`src/rtl/router_ingress_if.sv`:
```
// Source/FIFO-side bundle of the router ingress controller.
// master: the packet source plus the three output FIFOs (drives byte stream and FIFO flags).
// slave:  the ingress controller itself.
interface router_ingress_if;
    logic       pkt_valid;
    logic [7:0] data_in;
    logic [2:0] fifo_full;
    logic [2:0] fifo_empty;
    logic [2:0] soft_reset;
    logic [7:0] dout;
    logic [2:0] write_enb;
    logic       lfd_state;
    logic       busy;
    logic       parity_done;
    logic       err;

    modport master (
        output pkt_valid, data_in, fifo_full, fifo_empty, soft_reset,
        input  dout, write_enb, lfd_state, busy, parity_done, err
    );

    modport slave (
        input  pkt_valid, data_in, fifo_full, fifo_empty, soft_reset,
        output dout, write_enb, lfd_state, busy, parity_done, err
    );
endinterface

```
`src/rtl/router_ingress.sv`:
```
// Ingress controller of the 1x3 router: decodes the header byte {len, addr},
// steers the packet into one FIFO, tracks running XOR parity and flags
// parity/length errors. Backpressure to the source is through busy.
module router_ingress #(
    parameter int unsigned NUM_PORTS = 3,
    parameter int unsigned LEN_W     = 6
) (
    input  logic            clk,
    input  logic            reset,
    router_ingress_if.slave bus
);

    typedef enum logic [2:0] {
        IDLE         = 3'd0,
        WAIT_EMPTY   = 3'd1,
        LFD          = 3'd2,
        LOAD_DATA    = 3'd3,
        CHECK_PARITY = 3'd4,
        DROP         = 3'd5
    } state_e;

    state_e                 state_q, state_d;
    logic [1:0]             addr_q, addr_d;
    logic [LEN_W-1:0]       len_q, len_d;
    logic [LEN_W-1:0]       cnt_q, cnt_d;
    logic [7:0]             hdr_q, hdr_d;
    logic [7:0]             par_q, par_d;
    logic [7:0]             dout_q, dout_d;
    logic [NUM_PORTS-1:0]   write_enb_q, write_enb_d;
    logic                   lfd_state_q, lfd_state_d;
    logic                   parity_done_q, parity_done_d;
    logic                   err_q, err_d;
    logic                   len_err_q, len_err_d;

    logic [NUM_PORTS-1:0]   addr_sel;
    logic [NUM_PORTS-1:0]   hdr_sel;
    logic                   tgt_full;
    logic                   tgt_empty;
    logic                   tgt_soft_reset;
    logic                   stall;
    logic                   busy;

    // One-hot port select; an address beyond the last port selects nothing.
    function automatic logic [NUM_PORTS-1:0] port_sel(input logic [1:0] a);
        port_sel = '0;
        for (int unsigned i = 0; i < NUM_PORTS; i++) begin
            if (32'(a) == i) port_sel[i] = 1'b1;
        end
    endfunction

    // Per-port flags reduced to the port currently being loaded.
    always_comb begin
        addr_sel       = port_sel(addr_q);
        hdr_sel        = port_sel(bus.data_in[1:0]);
        tgt_full       = |(bus.fifo_full  & addr_sel);
        tgt_empty      = |(bus.fifo_empty & addr_sel);
        tgt_soft_reset = |(bus.soft_reset & addr_sel);
        stall          = |(write_enb_q & addr_sel) & tgt_full;
        busy           = (state_q inside {WAIT_EMPTY, LFD, CHECK_PARITY}) || stall;
    end

    // Next-state and datapath update; a byte is consumed only when busy is low.
    always_comb begin
        state_d       = state_q;
        addr_d        = addr_q;
        len_d         = len_q;
        cnt_d         = cnt_q;
        hdr_d         = hdr_q;
        par_d         = par_q;
        dout_d        = dout_q;
        err_d         = err_q;
        len_err_d     = len_err_q;
        lfd_state_d   = 1'b0;
        parity_done_d = 1'b0;
        // A pending write either retries (FIFO full) or completes at this edge.
        write_enb_d   = stall ? write_enb_q : '0;

        unique case (state_q)
            IDLE: begin
                if (bus.pkt_valid) begin
                    if (|hdr_sel) begin
                        addr_d    = bus.data_in[1:0];
                        len_d     = bus.data_in[LEN_W+1:2];
                        cnt_d     = '0;
                        hdr_d     = bus.data_in;
                        par_d     = bus.data_in;
                        err_d     = 1'b0;
                        len_err_d = 1'b0;
                        if (|(bus.fifo_empty & hdr_sel)) begin
                            state_d     = LFD;
                            lfd_state_d = 1'b1;
                        end else begin
                            state_d = WAIT_EMPTY;
                        end
                    end else begin
                        state_d = DROP;
                    end
                end
            end
            WAIT_EMPTY: begin
                if (tgt_empty) begin
                    state_d     = LFD;
                    lfd_state_d = 1'b1;
                end
            end
            LFD: begin
                state_d     = LOAD_DATA;
                dout_d      = hdr_q;
                write_enb_d = addr_sel;
            end
            LOAD_DATA: begin
                if (!stall) begin
                    if (bus.pkt_valid) begin
                        if (cnt_q < len_q) begin
                            dout_d      = bus.data_in;
                            write_enb_d = addr_sel;
                            cnt_d       = cnt_q + LEN_W'(1);
                            par_d       = par_q ^ bus.data_in;
                        end else begin
                            len_err_d = 1'b1;
                        end
                    end else begin
                        dout_d      = bus.data_in;
                        write_enb_d = addr_sel;
                        state_d     = CHECK_PARITY;
                    end
                end
            end
            CHECK_PARITY: begin
                // dout_q still holds the parity byte until its write completes.
                if (!tgt_full) begin
                    state_d       = IDLE;
                    parity_done_d = 1'b1;
                    err_d         = (dout_q != par_q) | (cnt_q != len_q) | len_err_q;
                end
            end
            DROP: begin
                if (!bus.pkt_valid) state_d = IDLE;
            end
            default: state_d = IDLE;
        endcase

        // Timeout flush of the target FIFO abandons the packet; err is left alone.
        if (!(state_q inside {IDLE, DROP}) && tgt_soft_reset) begin
            write_enb_d   = '0;
            lfd_state_d   = 1'b0;
            parity_done_d = 1'b0;
            dout_d        = dout_q;
            err_d         = err_q;
            state_d       = bus.pkt_valid ? DROP : IDLE;
        end
    end

    // State and output registers with synchronous reset.
    always_ff @(posedge clk) begin
        if (reset) begin
            state_q       <= IDLE;
            addr_q        <= '0;
            len_q         <= '0;
            cnt_q         <= '0;
            hdr_q         <= '0;
            par_q         <= '0;
            dout_q        <= '0;
            write_enb_q   <= '0;
            lfd_state_q   <= 1'b0;
            parity_done_q <= 1'b0;
            err_q         <= 1'b0;
            len_err_q     <= 1'b0;
        end else begin
            state_q       <= state_d;
            addr_q        <= addr_d;
            len_q         <= len_d;
            cnt_q         <= cnt_d;
            hdr_q         <= hdr_d;
            par_q         <= par_d;
            dout_q        <= dout_d;
            write_enb_q   <= write_enb_d;
            lfd_state_q   <= lfd_state_d;
            parity_done_q <= parity_done_d;
            err_q         <= err_d;
            len_err_q     <= len_err_d;
        end
    end

    assign bus.dout        = dout_q;
    assign bus.write_enb   = write_enb_q;
    assign bus.lfd_state   = lfd_state_q;
    assign bus.parity_done = parity_done_q;
    assign bus.err         = err_q;
    assign bus.busy        = busy;

endmodule

```
`src/flat_wrapper.sv`:
```
// flat-port wrapper written by rule: the top's interface ports become plain ports
module router_ingress_flat 
#(
    parameter int unsigned NUM_PORTS = 3,
    parameter int unsigned LEN_W     = 6
)
  (clk, reset, bus_pkt_valid, bus_data_in, bus_fifo_full, bus_fifo_empty, bus_soft_reset, bus_dout, bus_write_enb, bus_lfd_state, bus_busy, bus_parity_done, bus_err);
  router_ingress_if bus_i ();
  input  logic clk;
  input  logic reset;
  input wire logic [$bits(bus_i.pkt_valid)-1:0] bus_pkt_valid;
  input wire logic [$bits(bus_i.data_in)-1:0] bus_data_in;
  input wire logic [$bits(bus_i.fifo_full)-1:0] bus_fifo_full;
  input wire logic [$bits(bus_i.fifo_empty)-1:0] bus_fifo_empty;
  input wire logic [$bits(bus_i.soft_reset)-1:0] bus_soft_reset;
  output wire logic [$bits(bus_i.dout)-1:0] bus_dout;
  output wire logic [$bits(bus_i.write_enb)-1:0] bus_write_enb;
  output wire logic [$bits(bus_i.lfd_state)-1:0] bus_lfd_state;
  output wire logic [$bits(bus_i.busy)-1:0] bus_busy;
  output wire logic [$bits(bus_i.parity_done)-1:0] bus_parity_done;
  output wire logic [$bits(bus_i.err)-1:0] bus_err;
  assign bus_i.pkt_valid = bus_pkt_valid;
  assign bus_i.data_in = bus_data_in;
  assign bus_i.fifo_full = bus_fifo_full;
  assign bus_i.fifo_empty = bus_fifo_empty;
  assign bus_i.soft_reset = bus_soft_reset;
  assign bus_dout = bus_i.dout;
  assign bus_write_enb = bus_i.write_enb;
  assign bus_lfd_state = bus_i.lfd_state;
  assign bus_busy = bus_i.busy;
  assign bus_parity_done = bus_i.parity_done;
  assign bus_err = bus_i.err;
  router_ingress #(.NUM_PORTS(NUM_PORTS), .LEN_W(LEN_W)) u_core (.clk(clk), .reset(reset), .bus(bus_i));
endmodule
```
`config.mk`:
```
export PLATFORM = sky130hd
export DESIGN_NAME = router_ingress_flat
export DESIGN_NICKNAME = d
export VERILOG_FILES = /design/src/rtl/router_ingress_if.sv /design/src/rtl/router_ingress.sv /design/src/flat_wrapper.sv
export SDC_FILE = /design/constraint.sdc
export NUM_CORES = 1
export LEC_CHECK = 0
export ABC_AREA = 1
export BUFFER_PORTS_ARGS = -buffer_cell sky130_fd_sc_hd__buf_2
export CAP_MARGIN = 30
export CORE_UTILIZATION = 30
export DETAILED_ROUTE_END_ITERATION = 12
export GPL_TIMING_DRIVEN = 0
export PLACE_DENSITY = 0.53
export SLEW_MARGIN = 40
export SYNTH_ARGS = -nofsm -noshare
export SYNTH_HDL_FRONTEND = slang
export SYNTH_SLANG_ARGS = --single-unit
```
`constraint.sdc`:
```
create_clock -name clk -period 2.8 [get_ports clk]
set_input_delay 0.14 -clock clk [delete_from_list [all_inputs] [get_ports clk]]
set_output_delay 0.14 -clock clk [all_outputs]
set_load 0.01 [all_outputs]
```
### Word level (Yosys, flattened, before mapping)

Index checks and enable logic that the tools add are counted.

| storage, ports and cells | value |
|---|---|
| bits in registers | 48 |
| output and inout port bits | 15 |

| operators by class | value |
|---|---|
| $add $sub $neg | 1 |
| order comparisons | 1 |
| equality and inequality tests | 25 |
| mux-type cells | 52 |
| bitwise logic cells | 11 |
| reductions and logical operators | 25 |

Operators with widths:

| cell | count |
|---|---|
| $mux 8 | 8 |
| $mux 3 | 13 |
| $pmux 8 s2 | 2 |
| $mux 6 | 5 |
| $reduce_or 3->1 | 7 |
| $pmux 3 s6 | 1 |
| $reduce_and 6->1 | 3 |
| $mux 1 | 17 |
| $and 3x3->3 | 5 |
| $ne 3x3->1 const B | 4 |
| $pmux 6 s2 | 1 |
| $ne 2x2->1 const B | 5 |
| $ne 3x2->1 const B | 3 |
| $ne 8x8->1 | 1 |
| $reduce_bool 2->1 | 4 |
| $xor 8x8->8 | 1 |
| $add 6x1->6 const B | 1 |
| $eq 3x2->1 const B | 2 |
| $eq 3x3->1 const B | 2 |
| $lt 6x6->1 | 1 |
| $ne 6x6->1 | 1 |
| $pmux 1 s2 | 3 |
| $pmux 3 s2 | 1 |
| $reduce_and 5->1 | 1 |
| 17 further kinds | 23 |

### Depth between registers and ports, before layout

| depth | value |
|---|---|
| depth after elaboration | 10 |
| gate-level depth with buffers | 12 |
| gate-level depth less buffers | 12 |

### Worst setup path before layout

Ideal clock, no wire load.

| timing path | value |
|---|---|
| kind | flip-flop to flip-flop |
| start | register u_core.hdr_q[5] (netlist name) |
| end | register u_core.cnt_q[2] |
| arrival time | 1.505 ns |
| data required time | 2.668 ns |
| path slack | 1.163 ns |
| cell stages (with the launch flop) | 12 |
| path buffers | 1 |
| cell sequence | dfxtp_1 -> inv_1 -> ha_1 -> nand2_1 -> inv_1 -> o21ai_0 -> nand3_1 -> nand2_1 -> nand2_2 -> buf_2 -> o21ai_1 -> a21oi_1 |

RTL lines:

| element | RTL line | text |
|---|---|---|
| end signal, assigned | router_ingress.sv:173 | `cnt_q <= cnt_d;` |
| end, declared | router_ingress.sv:25 | `logic [LEN_W-1:0] cnt_q, cnt_d;` |

### Worst setup path after layout

| timing path | value |
|---|---|
| start | register u_core.len_q[5] |
| end | register u_core.par_q[6] |

| between the ends | value |
|---|---|
| longest elaborated chain between the ends | 3 |

Ends and longest elaborated chain:

| element | RTL line | text |
|---|---|---|
| start, declared | router_ingress.sv:24 | `logic [LEN_W-1:0] len_q, len_d;` |
| start signal, assigned | router_ingress.sv:172 | `len_q <= len_d;` |
| $lt 6x6->1 | router_ingress.sv:114 | `if (cnt_q < len_q) begin` |
| $ne 2x1->1 (no line) | -- |  |
| $reduce_and 6->1 (no line) | -- |  |
| end signal, assigned | router_ingress.sv:175 | `par_q <= par_d;` |
| end, declared | router_ingress.sv:27 | `logic [7:0] par_q, par_d;` |

No other way between the ends.
A chain may end at the register's enable or synchronous reset.

==> results by group <==
Run status
  • Status: finished, final reports clean

Clocking
  • Post-CTS Setup Repair Bufs: 0
  • Hold-fix buffers, CTS: 0
  • Clock buffer depth: 2
  • Resized cells post-CTS: 0
  • CTS sink count: 40
  • Htree depth: 2
  • Root buf cell: clkbuf_8
  • Clock Latency Late Sink: 0.30 ns
  • CTS Buf Count: 5
  • CTS tree: built
  • Clock slew at reported path FFs: 0.09 ns

STA
  • Final hold violation count: 0
  • Setup violations, final: 0
  • Final worst path period need: 1.97 ns
  • Total negative slack: 0 ns
  • Final worst path period share: 70.2%
  • Fmax: between 0.5 and 0.6 GHz
  • Max-slew violations: 0
  • Slew headroom: 63.8%
  • Final hold slack: approximately 0.19 ns
  • Worst Skew: slightly below 0.01 ns
  • Least-Margin Pin Slew: 0.543 ns
  • RSZ-0062 raised after global routing: no

Critical path
  • Worst Path Arrival: 2.19 ns
  • Worst path cell trace: inv_1 > ha_1 > nand2_1 > nor2_1 > nand2_1 > nand3_1 > nand2_1 > nand2_2 > buf_2 > o21ai_1 > a21oi_1
  • Reg2Reg Setup Slack: 0.83 ns
  • Slowest cell on crit path: dfxtp_1
  • Worst r2r src: u_core.len_q[5]
  • Worst r2r dst: u_core.par_q[6]
  • Worst-path fanout max: 10
  • Crit path capture type: register
  • R2R cell count: 11
  • Crit path capture: u_core.par_q[6]
  • Crit path top cell by count: nand2_1
  • Worst setup SP type: register
  • Crit path from: u_core.len_q[5]
  • CP max stage delay: 0.31 ns
  • Data required, critical path: 3.02 ns
  • CP Class: register to register

Detailed routing
  • DR vias: 2515
  • Final wirelength: 6800 um
  • DR pass1 iterations: 4
  • Via density: 4.85
  • Drt drc: 0
  • Post-route antenna net violation count: 0
  • 1st-iter DRT viols: 132
  • Routed length per instance: ~13 um

Power
  • Static Leakage: ~1.3 nW
  • Maximum VDD drop: 0.263 mV
  • Pwr/cell area: 887 mW/mm^2
  • Power, Total: 2.60 mW

Die
  • Initial Utilization: 31.6%
  • Core footprint: just under 0.008 mm^2
  • Io pins: 35
  • Die Footprint: about 0.0086 mm^2
  • Die H: 92.9 um
  • Rows: 32
  • Die Wd: 92.9 um

Logic synthesis
  • Count of cell types in the netlist: 33
  • Top FF cell, synth: dfxtp_1
  • Number of synthesized flops with an enable pin: 0
  • Top cell type's share of synthesized area: 32.3%
  • Mapped Cells: 377
  • Mapped Nets: 404
  • Syn avg cell area: 6.58 um^2
  • Synthesized cell area: between 0.002 and 0.0025 mm^2
  • Flip-flop and latch count after synthesis: 40
  • Ys async rst share: 0%
  • Post-synthesis sequential area ratio: 32.3%
  • Area leader, netlist: dfxtp_1
  • Synth Warn #: 0
  • Area contributors post-synth: dfxtp_1 32%, nand2_1 13%, a21oi_1 7.7%

Job
  • Max-cap violations: 0

GRT
  • Antenna violations before repair: 0
  • Number of global-route vias before repair: 2262
  • Total gr overflow: 0
  • First-pass GRT wire length: 11000 um
  • Gr usage total: 16.6%
  • Largest net degree at the start of global routing: 14

Finish
  • # nets final: 443
  • Diode count: 0
  • Share of layout cells above drive strength 1: around 16%
  • Area growth, synth to finish: 18.0%
  • Most frequent cells in the layout: 88 x nand2_1, 40 x dfxtp_1, 38 x a21oi_1
  • Commonest non-fill, non-tap cell in the layout: nand2_1
  • Final instance area: between 0.002 and 0.003 mm^2
  • Post-Layout Cell Count: approximately 520

Place
  • Cells after DPL: 511
  • Routability cong.: 0.853
  • Area after DPL: between 0.002 and 0.003 mm^2
  • Input/output buffers: 32
  • Detailed placement HPWL: around 5000 um

Worst hold path
  • Hold Crit Class: primary input to register
critical path, delay by kind of cell, from the launching register on:
family / cells / cell delay, ns
AOI/OAI and AO/OA: 2 / 0.22
buffers and inverters: 2 / 0.35
adders and majority gates: 1 / 0.30
and+or+nand+nor: 6 / 0.72
DFF: 1 / 0.31
power by group:
group | switching (mW) | internal (mW) | total (mW)
logic | 0.732 | 0.405 | 1.14
registers | 0.104 | 0.691 | 0.795
clock network | 0.218 | 0.446 | 0.664
worst min path at each step:
stage | start | endpoint | cells past startpoint
after floorplan | bus_data_in[6] | u_core.hdr_q[6] | 2
after global placement | u_core.len_err_q | u_core.len_err_q | 2
after detailed placement | u_core.len_err_q | u_core.len_err_q | 2
after CTS | bus_data_in[4] | u_core.hdr_q[4] | 3
after global routing | bus_data_in[6] | u_core.hdr_q[6] | 3
final | bus_data_in[5] | u_core.hdr_q[5] | 3
logic make-up after synthesis:
kind of cell,share of synthesized area (%)
simple gates,30.0
compound gates,19.3
buf+inv,9.54
flops,32.3
xor+xnor,5.30
fa+ha+maj,3.53
metal layers:
metal	vias to the layer above	part of all wire, %	global-route usage (%)	routed length [um]
met4	0	1.4	6.15	94
met2	56	46	26.4	3100
li1	1300	-	-	-
met1	1151	49	22.0	3300
met5	-	0	0	0
met3	8	4.5	3.20	307
synth_stat cells (2+ instances only):
library cell	n
dfxtp_1	40
xnor2_1	13
o21ai_0	37
nand4_1	2
xor2_1	2
inv_1	36
nor2_2	3
inv_2	5
buf_2	3
nand3_2	2
clkbuf_1	6
nor2_1	36
nor3_1	2
nand2_2	3
ha_1	7
nand3_1	25
o21ai_1	13
buf_6	3
nand2_1	88
a21oi_1	38
state kept, by name, summed over array words and instances (netlist names):
signal,count
u_core.bus.dout,8
u_core.bus.err,1
u_core.bus.lfd_state,1
u_core.bus.parity_done,1
u_core.bus.write_enb,3
u_core.cnt_q,6
u_core.hdr_q,7
u_core.len_err_q,1
u_core.len_q,1
u_core.par_q,8
u_core.state_q,3
final cells by class:
type                    instances  area (um^2)
inverters                      42          160
clock inverters                 3         90.1
repair buffers                 32          160
multi-input cells             282         1440
flip-flops and latches         40          801
clock buffers                   5         68.8
plain buffers                  13         76.3
well taps                     102          128
fillers                       915         4920
per-stage QoR:
stage          worst slack [ns]  utilization (%)
5_1_grt                   0.571             37.3
3_3_place_gp              0.881             35.3
4_1_cts                   0.834             37.3
2_1_floorplan              1.16                -
3_5_place_dp              0.866             35.3
6_report                  0.834             37.3
(Power assumes the default switching activity.)
